### config.mk
export PLATFORM = sky130hd
export DESIGN_NAME = wshb_arbiter
export DESIGN_NICKNAME = d
export VERILOG_FILES = /design/src/rtl/wshb_arbiter.sv
export SDC_FILE = /design/constraint.sdc
export NUM_CORES = 1
export LEC_CHECK = 0
export ABC_AREA = 0
export CORE_AREA = 2 2 124 126
export DETAILED_ROUTE_END_ITERATION = 8
export DIE_AREA = 0 0 126 128
export GPL_ROUTABILITY_DRIVEN = 1
export SLEW_MARGIN = 15
export SYNTH_ARGS = -nofsm -noshare
export SYNTH_HDL_FRONTEND = slang
export SYNTH_SLANG_ARGS = --single-unit
### constraint.sdc
create_clock -name clk -period 2.9 [get_ports clk]
set_input_delay 0.29 -clock clk [delete_from_list [all_inputs] [get_ports clk]]
set_output_delay 0.29 -clock clk [all_outputs]
set_load 0.01 [all_outputs]
### src/rtl/wshb_arbiter.sv
// Two-master, one-slave classic Wishbone arbiter sharing the SDRAM port between
// the VGA framebuffer reader (M0) and the pattern writer (M1).
module wshb_arbiter #(
   parameter int ADR_W    = 32,
   parameter int DATA_W   = 32,
   parameter int MAX_HOLD = 64
) (
   input  logic                clk,
   input  logic                rst,
   input  logic                m0_cyc,
   input  logic                m0_stb,
   input  logic                m0_we,
   input  logic [ADR_W-1:0]    m0_adr,
   input  logic [DATA_W/8-1:0] m0_sel,
   input  logic [DATA_W-1:0]   m0_dat_w,
   output logic                m0_ack,
   output logic [DATA_W-1:0]   m0_dat_r,
   input  logic                m1_cyc,
   input  logic                m1_stb,
   input  logic                m1_we,
   input  logic [ADR_W-1:0]    m1_adr,
   input  logic [DATA_W/8-1:0] m1_sel,
   input  logic [DATA_W-1:0]   m1_dat_w,
   output logic                m1_ack,
   output logic [DATA_W-1:0]   m1_dat_r,
   output logic                s_cyc,
   output logic                s_stb,
   output logic                s_we,
   output logic [ADR_W-1:0]    s_adr,
   output logic [DATA_W/8-1:0] s_sel,
   output logic [DATA_W-1:0]   s_dat_w,
   input  logic                s_ack,
   input  logic [DATA_W-1:0]   s_dat_r,
   output logic [1:0]          grant
);

   localparam int SEL_W = DATA_W / 8;
   localparam int CNT_W = $clog2(MAX_HOLD + 1);

   typedef enum logic [1:0] {
      IDLE = 2'd0,
      G0   = 2'd1,
      G1   = 2'd2
   } state_t;

   state_t           r_state;
   state_t           w_next;
   logic             r_last_m1;
   logic [CNT_W-1:0] r_count;
   logic [1:0]       r_grant;

   logic             w_busy;
   logic             w_owner_m1;
   logic             w_own_cyc;
   logic             w_own_stb;
   logic             w_own_we;
   logic [ADR_W-1:0] w_own_adr;
   logic [SEL_W-1:0] w_own_sel;
   logic [DATA_W-1:0] w_own_dat;
   logic             w_oth_cyc;
   logic             w_limit;

   // Owner-side request mux; the limit only bites when the other master is waiting.
   always_comb begin
      w_busy     = (r_state != IDLE);
      w_owner_m1 = (r_state == G1);
      w_own_cyc  = w_owner_m1 ? m1_cyc   : m0_cyc;
      w_own_stb  = w_owner_m1 ? m1_stb   : m0_stb;
      w_own_we   = w_owner_m1 ? m1_we    : m0_we;
      w_own_adr  = w_owner_m1 ? m1_adr   : m0_adr;
      w_own_sel  = w_owner_m1 ? m1_sel   : m0_sel;
      w_own_dat  = w_owner_m1 ? m1_dat_w : m0_dat_w;
      w_oth_cyc  = w_owner_m1 ? m0_cyc   : m1_cyc;
      w_limit    = w_busy && (r_count == CNT_W'(MAX_HOLD)) && w_oth_cyc;
   end

   // Wishbone classic: a beat is offered while cyc&stb are high and completes on
   // the clock where ack is high; ack only ever reaches the current owner.
   always_comb begin
      s_cyc    = w_busy & w_own_cyc;
      s_stb    = w_busy & w_own_stb & ~w_limit;
      s_we     = w_busy & w_own_we;
      s_adr    = w_busy ? w_own_adr : '0;
      s_sel    = w_busy ? w_own_sel : '0;
      s_dat_w  = w_busy ? w_own_dat : '0;
      m0_ack   = (r_state == G0) & s_ack;
      m1_ack   = (r_state == G1) & s_ack;
      m0_dat_r = s_dat_r;
      m1_dat_r = s_dat_r;
      grant    = r_grant;
   end

   always_comb begin
      w_next = r_state;
      case (r_state)
         IDLE: begin
            if (m0_cyc && m1_cyc) begin
               w_next = r_last_m1 ? G0 : G1;
            end else if (m0_cyc) begin
               w_next = G0;
            end else if (m1_cyc) begin
               w_next = G1;
            end
         end
         G0, G1: begin
            // A limit exit waits for any in-flight ack so no beat is cut in half.
            if (!w_own_cyc || (w_limit && !s_ack)) begin
               w_next = IDLE;
            end
         end
         default: w_next = IDLE;
      endcase
   end

   always_ff @(posedge clk) begin
      if (rst) begin
         r_state   <= IDLE;
         r_grant   <= 2'b00;
         r_count   <= '0;
         r_last_m1 <= 1'b1;
      end else begin
         r_state <= w_next;
         r_grant <= {w_next == G1, w_next == G0};
         if (!w_busy) begin
            r_count <= '0;
         end else if (s_ack && (r_count != CNT_W'(MAX_HOLD))) begin
            r_count <= r_count + CNT_W'(1);
         end
         if (w_busy && (w_next == IDLE)) begin
            r_last_m1 <= w_owner_m1;
         end
      end
   end

endmodule

## Word level (Yosys, flattened, before mapping)

Index checks and enable logic that the tools add are counted.

- Bits of input ports: 177
- Register bits: 12
- Output and inout bits: 139

- Muxes and demuxes: 16
- Equality and inequality tests: 6
- Add/subtract/negate cells: 1
- Reduce and logical (&&, ||, !) cells: 14
- Bitwise gates (word level): 8

Operator list:

| operator | count |
|---|---|
| 32-bit two-way mux | 4 |
| 2-bit two-way mux | 5 |
| 4-bit two-way mux | 2 |
| 7-bit by 1-bit adder with 7-bit output (second input constant) | 1 |
| 7-bit == test (second input constant) | 1 |
| 7-bit inequality test (second input constant) | 1 |
| 1-bit AND | 6 |
| 1-bit logical AND | 6 |
| 2-bit by 1-bit == test with 1-bit output (second input constant) | 2 |
| 2-bit == test (second input constant) | 2 |
| 2-bit zero test | 2 |
| 1-bit two-way mux | 4 |
| 2-bit case mux with 2 select lines | 1 |
| 2-bit OR reduction | 2 |
| 1-bit zero test | 2 |
| 1-bit inverter | 2 |
| 2-bit nonzero test | 1 |
| 1-bit logical OR | 1 |

## Depth between registers and ports, before layout

- Depth after elaboration: 9
- Depth in mapped cells: 6
- Mapped depth without buffers: 6

## Worst setup path before layout

OpenSTA, ideal clock, no wires.

- Path kind: flip-flop to flip-flop
- Start point: register r_state[1]
- End point: register r_grant[0] (netlist: grant[0])
- Arrival: 1.777 ns
- Path buffers: 0
- Stages on the path, launching flop included: 7
- Required time: 2.830 ns
- Clock period less this slack: 1.847 ns
- Slack: 1.053 ns
- Cell sequence: dfxtp_1 inv_1 ha_1 nor4b_4 a31oi_2 or4_1 a21oi_1

- Word-level cells in the longest chain between the ends: 8
- Elaborated cells on any way between the ends: 18
- Those cells by class: eq/ne: 3; mux: 7; reduce/logical: 8

Ends and longest elaborated chain:

| element | line | RTL |
|---|---|---|
| from (decl) | 46 | `state_t r_state;` |
| from (signal assigned) | 122 | `r_state <= w_next;` |
| 2-bit == test / 2-bit nonzero test (equally long branches) | 66, 95, 65 |  |
| 1-bit two-way mux / 1-bit logical AND (equally long branches) | 73, 74 |  |
| 1-bit logical AND | 74 | `w_limit = w_busy && (r_count == CNT_W'(MAX_HOLD)) && w_oth_cyc;` |
| 1-bit logical AND | 107 | `if (!w_own_cyc \|\| (w_limit && !s_ack)) begin` |
| 1-bit logical OR | 107 |  |
| 2-bit two-way mux | 107 |  |
| 2-bit case mux with 2 select lines (*) | 95 | `case (r_state)` |
| 2-bit by 1-bit == test with 1-bit output (*) | 123 | `r_grant <= {w_next == G1, w_next == G0};` |
| to (signal assigned) | 123 |  |
| to (decl) | 50 | `logic [1:0] r_grant;` |

Every way passes the cells marked *; elsewhere a longest branch is shown, timed or not.
A chain may end at the register's enable or synchronous reset.

## Worst setup path after layout

- Start point: register r_state[1]
- End point: output port s_adr[1]

- Word-level cells in the longest chain between the ends: 3
- Elaborated cells on any way between the ends: 4
- Those cells by class: eq/ne: 1; mux: 2; reduce/logical: 1

Ends and longest elaborated chain:

| element | line | RTL |
|---|---|---|
| 2-bit == test | 66 | `w_owner_m1 = (r_state == G1);` |
| 32-bit two-way mux | 70 | `w_own_adr = w_owner_m1 ? m1_adr : m0_adr;` |
| 32-bit two-way mux (*) | 83 | `s_adr = w_busy ? w_own_adr : '0;` |
| to (decl) | 29 | `output logic [ADR_W-1:0] s_adr,` |

Marks and branches as above.

==> flow_metrics.tcl <==
set metrics [dict create \
    crit_path_max_fanout 41 \
    most_frequent_standard_cell_in_the_layout_excluding_fill_and_tap_cells "clkdlybuf4s50_1" \
    initial_utilization 0.155 \
    rsz_0062_raised_after_global_routing "false" \
    timing.hold.worst.class "reg2reg" \
    cts_repair_resize_count 0 \
    pin_count 316 \
    num-fill-cells 1598 \
    synth-seq-cells 12 \
    placeable_area_um2 14900 \
    drt_pre_antenna_iters 4 \
    drv.max_cap_violation_count 0 \
    layout-drive-gt1-share 0.0353 \
    die_width_um 126 \
    synthesis.area_per_instance_um2 7.49 \
    synth-async-reset-ratio 0 \
    status "finished clean" \
    post_synth_instance_area_um2 2300 \
    slew_headroom 0.580 \
    yosysWarnings 0 \
    globalplace.congestion 0.786 \
    io_buf_count 219 \
    clock_tree.htree_level_count 1 \
    post_drt_wl_per_cell_um 14.8 \
    final_antenna_net_count 0 \
    cts_num_sinks 12 \
    placed_cells_incl_taps 637 \
    dr.first_iter.drc_count 76 \
    synth_edf_count 0 \
    slew_at_the_pin_closest_to_its_max_slew_limit_ns 0.627 \
    total_wire_length_after_detailed_routing_mm 9.52 \
    synth.yosys.seq_area_share 0.105 \
    finish.cell_count_without_fillers 641 \
    worst_clock_skew_ns 0.00192 \
    fin_tns_setup_ns 0 \
    root_buffer "clkbuf_16" \
    syn_to_final_growth_pct 88.5 \
    worst-endpoint-required_ns 2.61 \
    clk-insertion-delay-late_ns 0.24 \
    die_area_um2 16100 \
    total_via_count_in_the_routed_design 2649 \
    syn_nets 490 \
    floorplan.rows 45 \
    yosys.cell_types.count 38 \
    critical_path_class "reg2out" \
    syn-instance-count 307 \
    gr-total-overflow 0 \
    post-cts-setup-buffers 0 \
    setup_viol_count_final 0 \
    dp.final_hpwl_mm 8.01 \
    post-route-drc-count 0 \
    clock_buffers_created_by_tritoncts 3 \
    grt_usage 0.102 \
    final-max-slew-violation-count 0 \
    timing.critical_path.from_type "flip-flop" \
    critical_path_arrival_ns 2.23 \
    first_global_vias 2539 \
    period_minus_slack_ns 2.52 \
    vdd.ir_drop.worst_v 0.000196 \
    largest_net_degree_at_the_start_of_global_routing 42 \
    grt_pass1_wl_mm 13.4 \
    reg2reg_setup_slack_ns 0.76 \
    cellPowerDensity_nw_per_um2 444 \
    count_of_inserted_antenna_diode_cells 0 \
    critPathCaptureType "output pin" \
    hold_viol 0 \
    finish.net_count 637 \
    power.static_leakage_nw 1.52 \
    cts_max_path_buffers 2 \
    maxClockFrequency_mhz 396 \
    clkSlewWorstSetupHoldPaths_ns 0.04 \
    vias_per_cell 4.13 \
    final.period_utilization 0.871 \
    die_h_um 128 \
    grt_antenna_before_repair 0 \
    final_cell_mix "clkdlybuf4s50_1, nor2_1, mux2i_1" \
    tritoncts "yes" \
    postSynth.topFlopCell "dfxtp_1" \
    holdBufCountCts 0 \
]
==> cell families after synthesis <==
| logic type | Yosys count | synth area share |
|---|---|---|
| multiplexers | 73 | 0.318 |
| AND/OR/NAND/NOR | 105 | 0.212 |
| buffers and inverters | 86 | 0.249 |
| AO/OA/AOI/OAI | 20 | 0.0653 |
| XOR/XNOR | 5 | 0.0191 |
| flip-flops | 12 | 0.105 |
| adder cells (fa/ha/maj) | 6 | 0.0327 |
==> power breakdown <==
group          total, mW  switching, mW  internal (mW)
combinational       1.44          0.638          0.802
sequential         0.207         0.0192          0.188
clock              0.279         0.0705          0.208
total               1.92          0.728           1.20
==> critical path, cell delays in order (launching register included) <==
cell,delay [ns]
dfxtp_1,0.46
inv_1,0.14
ha_2,0.27
buf_4,0.28
nor2_1,0.23
clkdlybuf4s50_1,0.58
==> cell type report <==
type / count / area [µm²] / area share
clock buffers: 4 / 88.8 / 0.0205
inverters: 5 / 18.8 / 0.00433
multi-input cells: 209 / 1500 / 0.347
flip-flops and latches: 12 / 240 / 0.0555
well taps: 188 / 235 / 0.0543
repair buffers: 223 / 2250 / 0.519
==> synth_stat cells, types with 2 or more instances <==
cell type | count | share of area
a21boi_0 | 2 | 0.0065
a21oi_1 | 3 | 0.0065
and2_1 | 2 | 0.0054
buf_2 | 7 | 0.015
buf_4 | 64 | 0.21
clkbuf_1 | 10 | 0.016
dfxtp_1 | 12 | 0.10
ha_1 | 6 | 0.033
inv_1 | 5 | 0.0082
mux2i_1 | 73 | 0.32
nand2b_1 | 2 | 0.0054
nand3_1 | 3 | 0.0065
nand4_1 | 2 | 0.0054
nor2_1 | 80 | 0.13
nor3_1 | 4 | 0.0087
nor4b_4 | 2 | 0.021
o211ai_1 | 2 | 0.0065
o21ai_0 | 4 | 0.0087
or3_1 | 2 | 0.0054
xor2_1 | 4 | 0.015
==> routing by layer <==
layer / global-route usage / vias up / wire length (µm)
met5: 0 / - / 0
met4: 0.0239 / 0 / 136
met3: 0.0492 / 19 / 1310
met2: 0.187 / 198 / 4710
met1: 0.106 / 1168 / 3370
li1: - / 1264 / -
==> worst paths after layout <==
kind | start | end | cells past startpoint
min reg2reg | r_count[6] | r_count[6] | 2
min | r_count[6] | r_count[6] | 2
max | r_state[1] | s_adr[1] | 5
max reg2reg | r_state[1] | grant[0] | 6
==> registers in the layout, indices dropped and copies added, names as in the netlist <==
register,count
r_count,7
grant,2
r_state,2
r_last_m1,1
==> per-stage QoR <==
step | util | worst slack, ns | area, µm² | total power [mW] | hold slack [ns]
floorplan | - | 1.05 | 2300 | 0.968 | 0.467
CTS | 0.291 | 0.367 | 4330 | 1.95 | 0.536
global route | 0.291 | 0.281 | 4330 | 2.05 | 0.568
finish | 0.291 | 0.376 | 4330 | 1.92 | 0.528
detailed placement | 0.285 | 0.625 | 4240 | 1.67 | 0.528
global placement | 0.285 | 0.705 | 4240 | 1.64 | 0.496
No activity file was read; power rests on OpenSTA's default activity.
